### src/rtl/wb_commit_stage.sv
// ============================================================================
// wb_commit_stage : write-back / commit stage of the five-stage in-order pipe.
// Revision 1.0    : parameterised successor of the fixed 32-bit WB stage.
// ============================================================================
`default_nettype none

module wb_commit_stage #(
  parameter int DATA_W  = 32,
  parameter int PC_W    = 32,
  parameter int ECODE_W = 6,
  parameter int CNT_W   = 64
) (
  input  logic                                   clk,
  input  logic                                   reset,
  input  logic                                   ms_to_ws_valid,
  input  logic [2+ECODE_W+1+5+DATA_W+PC_W-1:0]   ms_to_ws_bus,
  output logic                                   ws_allowin,
  input  logic                                   ws_stall,
  output logic [6+DATA_W-1:0]                    ws_to_rf_bus,
  output logic [6+DATA_W:0]                      ws_to_ds_bus,
  output logic                                   ws_flush,
  output logic                                   ws_flush_ertn,
  output logic [ECODE_W-1:0]                     ws_ex_ecode,
  output logic [PC_W-1:0]                        ws_ex_pc,
  output logic [CNT_W-1:0]                       ws_instret,
  output logic [PC_W-1:0]                        debug_wb_pc,
  output logic [DATA_W/8-1:0]                    debug_wb_rf_we,
  output logic [4:0]                             debug_wb_rf_wnum,
  output logic [DATA_W-1:0]                      debug_wb_rf_wdata
);

  localparam int MS_W = 2 + ECODE_W + 1 + 5 + DATA_W + PC_W;

  logic              ws_valid_q, ws_valid_d;
  logic [MS_W-1:0]   bus_q, bus_d;
  logic [CNT_W-1:0]  instret_q, instret_d;

  logic               f_ex, f_ertn, f_gr_we;
  logic [ECODE_W-1:0] f_ecode;
  logic [4:0]         f_dest;
  logic [DATA_W-1:0]  f_result;
  logic [PC_W-1:0]    f_pc;

  logic ws_ready_go, ws_commit, rf_we;

  assign f_pc     = bus_q[PC_W-1:0];
  assign f_result = bus_q[PC_W +: DATA_W];
  assign f_dest   = bus_q[PC_W+DATA_W +: 5];
  assign f_gr_we  = bus_q[PC_W+DATA_W+5];
  assign f_ecode  = bus_q[PC_W+DATA_W+6 +: ECODE_W];
  assign f_ertn   = bus_q[MS_W-2];
  assign f_ex     = bus_q[MS_W-1];

  // Commit is suppressed in a reset cycle so a held instruction never writes.
  assign ws_ready_go = ~ws_stall;
  assign ws_allowin  = ~ws_valid_q | ws_ready_go;
  assign ws_commit   = ws_valid_q & ws_ready_go & ~reset;

  assign ws_flush      = ws_commit & (f_ex | f_ertn);
  assign ws_flush_ertn = ws_commit & f_ertn & ~f_ex;
  assign rf_we         = ws_commit & ~f_ex & ~f_ertn & f_gr_we & (f_dest != 5'd0);
  assign ws_ex_ecode   = ws_flush ? f_ecode : '0;
  assign ws_ex_pc      = ws_flush ? f_pc : '0;

  assign ws_to_rf_bus = {rf_we, f_dest, f_result};
  // Forwarding view ignores the stall so decode sees a write that is pending.
  assign ws_to_ds_bus = {ws_valid_q, ws_valid_q & f_gr_we & ~f_ex & ~f_ertn,
                         f_dest, f_result};
  assign ws_instret   = instret_q;

  assign debug_wb_pc       = f_pc;
  assign debug_wb_rf_we    = {(DATA_W/8){rf_we}};
  assign debug_wb_rf_wnum  = f_dest;
  assign debug_wb_rf_wdata = f_result;

  always_comb begin
    ws_valid_d = ws_valid_q;
    bus_d      = bus_q;
    instret_d  = instret_q;
    if (ws_allowin) begin
      ws_valid_d = ms_to_ws_valid & ~ws_flush;
    end
    if (ms_to_ws_valid && ws_allowin) begin
      bus_d = ms_to_ws_bus;
    end
    if (ws_commit && !f_ex) begin
      instret_d = instret_q + CNT_W'(1);
    end
  end

  always_ff @(posedge clk) begin
    if (reset) begin
      ws_valid_q <= 1'b0;
      bus_q      <= '0;
      instret_q  <= '0;
    end else begin
      ws_valid_q <= ws_valid_d;
      bus_q      <= bus_d;
      instret_q  <= instret_d;
    end
  end

endmodule

`default_nettype wire
### config.mk
export PLATFORM = sky130hd
export DESIGN_NAME = wb_commit_stage
export DESIGN_NICKNAME = d
export VERILOG_FILES = /design/src/rtl/wb_commit_stage.sv
export SDC_FILE = /design/constraint.sdc
export NUM_CORES = 1
export LEC_CHECK = 0
export CELL_PAD_IN_SITES_DETAIL_PLACEMENT = 1
export CELL_PAD_IN_SITES_GLOBAL_PLACEMENT = 1
export CORE_ASPECT_RATIO = 1.25
export CORE_UTILIZATION = 29
export DETAILED_ROUTE_END_ITERATION = 7
export PLACE_DENSITY = 0.86
export SYNTH_ARGS = -nofsm -noshare
export SYNTH_HDL_FRONTEND = slang
export SYNTH_SLANG_ARGS = --single-unit
### constraint.sdc
create_clock -name clk -period 2.7 [get_ports clk]
set_input_delay 0.54 -clock clk [delete_from_list [all_inputs] [get_ports clk]]
set_output_delay 0.54 -clock clk [all_outputs]
set_load 0.05 [all_outputs]
==> flow_summary.ini, run 1 <==
[run_status]
status = completed

[clock_network]
cts-htree-levels = 4
path_clk_slew_ns = 0.06
cts_tree = yes
cts.sinks = 143
cts_root_buffer = clkbuf_16
clkLatencyLatePin_ns = 0.41
cts_inserted_buffers = 17
cts_buffer_depth = 2

[place]
placed_cells = 1417
dp_slack_ns = -0.2390
io_buffers = 336
gp_congestion = 0.8048
dp_hpwl_um = 18850

[die]
core_area_mm2 = 0.02442
die_h_um = 178.1
dieWidth_um = 142.9
rows = 64
die_area_mm2 = 0.02546
initial_utilization_pct = 29.47
ios = 337

[sta]
rsz0062_at_grt = yes
setup_viol = 0
fmax_mhz = 372.7
setup-tns-final_ns = 0
fin_ws_ns = 0.01675
timing.final.hold_violations = 0
slew_viol_final = 0
post-route-period-util_pct = 99.38
finClkSkew_ns = 0.01223
finalCriticalPeriod_ns = 2.683
slew_headroom_pct = 39.07
tightestPinTransition_ns = 0.9140

[logic_synthesis]
seq_area_frac_synth_pct = 39.77
synth.distinct_cells = 42
syn_area_mm2 = 0.007198
dominantRegCellSynth = dfxtp_1
synth-edff-count = 0
synth-async-reset-ratio_pct = 0
yosysWarnings = 0
synthCells = 918
synth_fp_nets = 1001
yosys_register_bits = 143
syn_avg_cell_area_um2 = 7.841

[pwr]
total_power_w = 0.005519
powerDensity_mw_per_mm2 = 501.0
p_leak_nw = 3.799
ir_drop_uv = 393.5

[finish]
final_nets = 1192
multi_input_area_mm2 = 0.003054
final_common_cell = clkdlybuf4s50_1
areaGrowthSynthToFinish_pct = 53.03
fillers = 2842
seq_area_mm2 = 0.002863
mostFrequentLayoutCells = 289 x clkdlybuf4s50_1, 184 x nand2_1, 143 x dfxtp_1
drive_gt1_share_pct = 12.21
fin_util_pct = 45.10
final_cells = 1453

[worst_setup_path]
slowest_delay_ns = 0.43
setup.worst_path.end_class = primary output
cp_cell_sequence = clkdlybuf4s50_1, buf_4, nor4b_4, buf_4, buf_4, and2_1, buf_12
slowest_stage = clkdlybuf4s50_1
worst_ep_required_time_ns = 2.16
path_common_cell = buf_4
start_kind = primary input
crit_fanout = 11
critical_path_arrival_ns = 2.14
crit_type = in -> out

[routing]
avgRoutedWirePerCell_um = 17.17
route.vias.total = 6963
drc = 0
routed_wl_um = 24960
viasPerCell = 4.792
drtPass1Iterations = 5
drtIter0Drc = 326
detail-route-antenna-nets = 0

[global_routing]
use_met3_pct = 3.624
overflow = 0
grt_use_total_pct = 18.87
grt_pass1_vias = 6840
use_met1_pct = 20.03
grt_first_pass_wirelength_um = 37300
grt_use_met2_pct = 36.54
antenna_found_initial = 0
top_usage_layer = met2
grt_max_degree = 85

[run]
max-cap-violations = 0

[hold_path]
min_path_type = in -> reg
-- critical path, delay by kind of cell --
| family | cells | cell delay, ns |
|---|---|---|
| simple gates | 2 | 0.47 |
| buf+inv | 5 | 1.13 |
-- Yosys cell counts, types with 2 or more instances --
cell | n | area, um^2
nand2_1 | 185 | 694.4
buf_4 | 149 | 1119
dfxtp_1 | 143 | 2863
a21oi_1 | 115 | 575.6
and2_1 | 42 | 262.8
nor2_1 | 42 | 157.7
clkbuf_1 | 34 | 127.6
nand3_1 | 24 | 120.1
nand4_1 | 20 | 125.1
or4_1 | 20 | 150.1
o31ai_1 | 18 | 135.1
xnor2_1 | 18 | 157.7
o21ai_0 | 17 | 85.08
or3_1 | 15 | 93.84
buf_1 | 11 | 41.29
nor3_1 | 9 | 45.04
xor2_1 | 9 | 78.83
inv_1 | 8 | 30.03
and3_1 | 6 | 37.54
nor4_1 | 5 | 31.28
and4_1 | 3 | 26.28
nor4b_1 | 3 | 26.28
nand2b_1 | 2 | 12.51
or3_2 | 2 | 15.01
-- through the flow --
step                area, um^2  hold WS, ns
floorplan                 7199       0.4317
global placement         10380       0.4379
detailed placement       10380       0.4467
CTS                      10990       0.3226
global route             11010       0.3393
finish                   11020       0.3531
-- path summary, 6_finish.rpt --
check | slack [ns] | cells after the start | endpoint | start
setup / recovery | 0.02 | 7 | ws_ex_pc[30] | ws_stall
hold / removal | 0.35 | 2 | bus_q[69] | reset
setup reg to reg | 0.20 | 5 | ws_instret[56] | ws_instret[37]
hold reg to reg | 0.45 | 2 | bus_q[75] | bus_q[75]
-- sequential cells by signal, summed over array words and instances (netlist names) --
register    count
ws_valid_q      1
bus_q          78
ws_instret     64
-- layer usage --
layer | part of all wire, % | vias up
li1 | - | 3314
met1 | 37 | 3392
met2 | 56 | 227
met3 | 5.5 | 30
met4 | 1.9 | 0
met5 | 0 | -
-- timing repair --
item	in CTS	in global routing
gates cloned	1	0
hold buffers	0	0
endpoints found under the hold margin	0	0
resized for setup	7	10
buffers inserted	2	0
pin swaps	3	0
endpoints found under the setup margin	34	26
-- area by class of cell --
cell class	count	area share, %
Antenna cell	1	0.02272
Tap cell	330	3.748
Clock inverter	13	0.9541
Inverter	8	0.2726
Clock buffer	19	4.021
Multi-Input combinational cell	570	27.73
Timing Repair Buffer	369	37.27
Sequential cell	143	25.99
-- cell families (layout without fill, tap and decap cells) --
kind of cell,Yosys count,after routing,share of synthesized area [%]
compound gates,152,152,11.30
fa+ha+maj,1,1,0.1738
simple gates,390,390,26.75
xor+xnor,27,27,3.285
buf+inv,205,409,18.72
other cells,0,1,0
flops,143,143,39.77
-- power breakdown --
part | total (W) | switching [W] | internal, W
logic | 0.00105 | 0.000670 | 0.000378
clock network | 0.00222 | 0.000998 | 0.00122
registers | 0.00225 | 0.0000742 | 0.00218
total | 0.00552 | 0.00174 | 0.00378
(Power assumes the default switching activity.)
==> run 2, diff against run 1 <==
--- a/config.mk
+++ b/config.mk
@@ -7,7 +7,6 @@
 export LEC_CHECK = 0
 export CELL_PAD_IN_SITES_DETAIL_PLACEMENT = 1
 export CELL_PAD_IN_SITES_GLOBAL_PLACEMENT = 1
-export CORE_ASPECT_RATIO = 1.25
 export CORE_UTILIZATION = 29
 export DETAILED_ROUTE_END_ITERATION = 7
 export PLACE_DENSITY = 0.86
==> flow_summary.ini, run 2 (same netlist as run 1, synthesis figures left out) <==
[worst_setup_path]
worst_ep_required_time_ns = 2.16
setup.worst_path.end_class = primary output
crit_fanout = 6
critical_path_arrival_ns = 2.07
crit_type = reg -> out
start_kind = flop

[die]
ios = 337
rows = 57
initial_utilization_pct = 29.60
dieWidth_um = 159.5
core_area_mm2 = 0.02432
die_area_mm2 = 0.02545
die_h_um = 159.5

[global_routing]
antenna_found_initial = 2
grt_use_total_pct = 19.21
grt_first_pass_wirelength_um = 38870
grt_use_met2_pct = 35.17
grt_pass1_vias = 6867
use_met3_pct = 4.715
grt_max_degree = 76
use_met1_pct = 21.72
top_usage_layer = met2
overflow = 0

[sta]
setup_viol = 0
timing.final.hold_violations = 0
slew_headroom_pct = 45.95
fmax_mhz = 382.4
tightestPinTransition_ns = 0.8108
finalCriticalPeriod_ns = 2.615
rsz0062_at_grt = no
timing.hold.ws_ns = 0.3798
post-route-period-util_pct = 96.84
finClkSkew_ns = 0.01053
slew_viol_final = 0

[pwr]
switching_share_pct = 29.30
combPwrFrac_pct = 18.0
ir_drop_uv = 391.3
clkPwrFrac_pct = 43.6
seqPwrFrac_pct = 38.4
p_int_w = 0.004148
p_leak_nw = 3.847
switchingPower_w = 0.001719
powerDensity_mw_per_mm2 = 529.4

[finish]
final_cells = 1446
regMostFlops = bus_q
final_common_cell = clkdlybuf4s50_1
largest_register_ffs = 78
mostFrequentLayoutCells = 287 x clkdlybuf4s50_1, 184 x nand2_1, 143 x dfxtp_1
fin_util_pct = 45.57
areaGrowthSynthToFinish_pct = 53.97
final_nets = 1189
drive_gt1_share_pct = 11.17

[place]
gp_congestion = 0.8172
dp_hpwl_um = 18710
io_buffers = 336
placed_cells = 1408

[hold_path]
min_path_type = in -> reg

[clock_network]
path_clk_slew_ns = 0.07
cts_inserted_buffers = 17
cts-htree-levels = 4
cts_root_buffer = clkbuf_16
cts_tree = yes
clkLatencyLatePin_ns = 0.41
cts_buffer_depth = 2
cts.sinks = 143

[routing]
drtIter0Drc = 285
avgRoutedWirePerCell_um = 17.72
route.vias.total = 6889
routed_wl_um = 25620
drtPass1Iterations = 4
detail-route-antenna-nets = 0
drc = 0
viasPerCell = 4.764

[run_status]
status = completed

[run]
max-cap-violations = 0
==> run 2: cell count changes in the layout (fill, tap and decap cells not counted), moves of 2 or more <==
cell and change:
diode_2 +2, and2_1 +8, buf_4 -2, clkdlybuf4s50_1 -2, buf_6 -2, clkbuf_1 +2
clkinv_4 +3, inv_6 -2, bufinv_16 +4, clkinvlp_4 -5, and2_4 -8
==> run 2: metal layers <==
| layer | vias to the layer above | wire length [um] |
|---|---|---|
| li1 | 3317 | - |
| met1 | 3334 | 10460 |
| met2 | 214 | 13470 |
| met3 | 24 | 1255 |
| met4 | 0 | 441 |
| met5 | - | 0 |
==> run 2: path summary, 6_finish.rpt <==
path	startpoint	endpoint	slack, ns	depth (start not counted)
min reg2reg	bus_q[73]	bus_q[73]	0.45	2
max reg2reg	ws_instret[36]	ws_instret[56]	0.20	5
min	reset	ws_valid_q	0.38	2
max	ws_valid_q	debug_wb_rf_we[3]	0.09	4
==> run 2: per-stage QoR <==
stage / setup TNS, ns / total power [W] / cell area [um^2] / setup slack, ns
final: 0 / 0.005867 / 11080 / 0.08522
after global routing: 0 / 0.006081 / 11080 / 0.05283
after CTS: -0.01177 / 0.005953 / 11010 / -0.009631
after detailed placement: -1.990 / 0.003352 / 10360 / -0.2260
after global placement: -1.110 / 0.003330 / 10360 / -0.1856
after floorplan: 0 / 0.003062 / 7199 / 0.008896
==> run 2: power by group through the flow <==
stage / registers [W] / logic [W] / clock network (W)
4_1_cts: 0.00225 / 0.00106 / 0.00264
6_report: 0.00225 / 0.00105 / 0.00256
3_3_place_gp: 0.00229 / 0.00104 / 0
2_1_floorplan: 0.00227 / 0.000789 / 0
5_1_grt: 0.00226 / 0.00110 / 0.00272
3_5_place_dp: 0.00230 / 0.00105 / 0
==> run 2: cell type report <==
type | count | area (um^2)
Tap cell | 324 | 405.4
Timing Repair Buffer | 366 | 4113
Clock inverter | 11 | 180.2
Fill cell | 2806 | 13240
Sequential cell | 143 | 2863
Antenna cell | 3 | 7.507
Clock buffer | 21 | 450.4
Multi-Input combinational cell | 570 | 3034
Inverter | 8 | 30.03
==> run 2: what timing repair did <==
item                       CTS  global route
gates cloned                 0             1
hold buffers                 0             0
setup endpoints to repair    6            42
buffers inserted             0             2
pin swaps                    1             3
resized for setup            4             6
==> run 2: critical path, stage by stage (launching register included) <==
cell and delay (ns):
dfxtp_1 0.46, or4b_4 0.53, nor4b_4 0.33, buf_6 0.19, buf_12 0.14
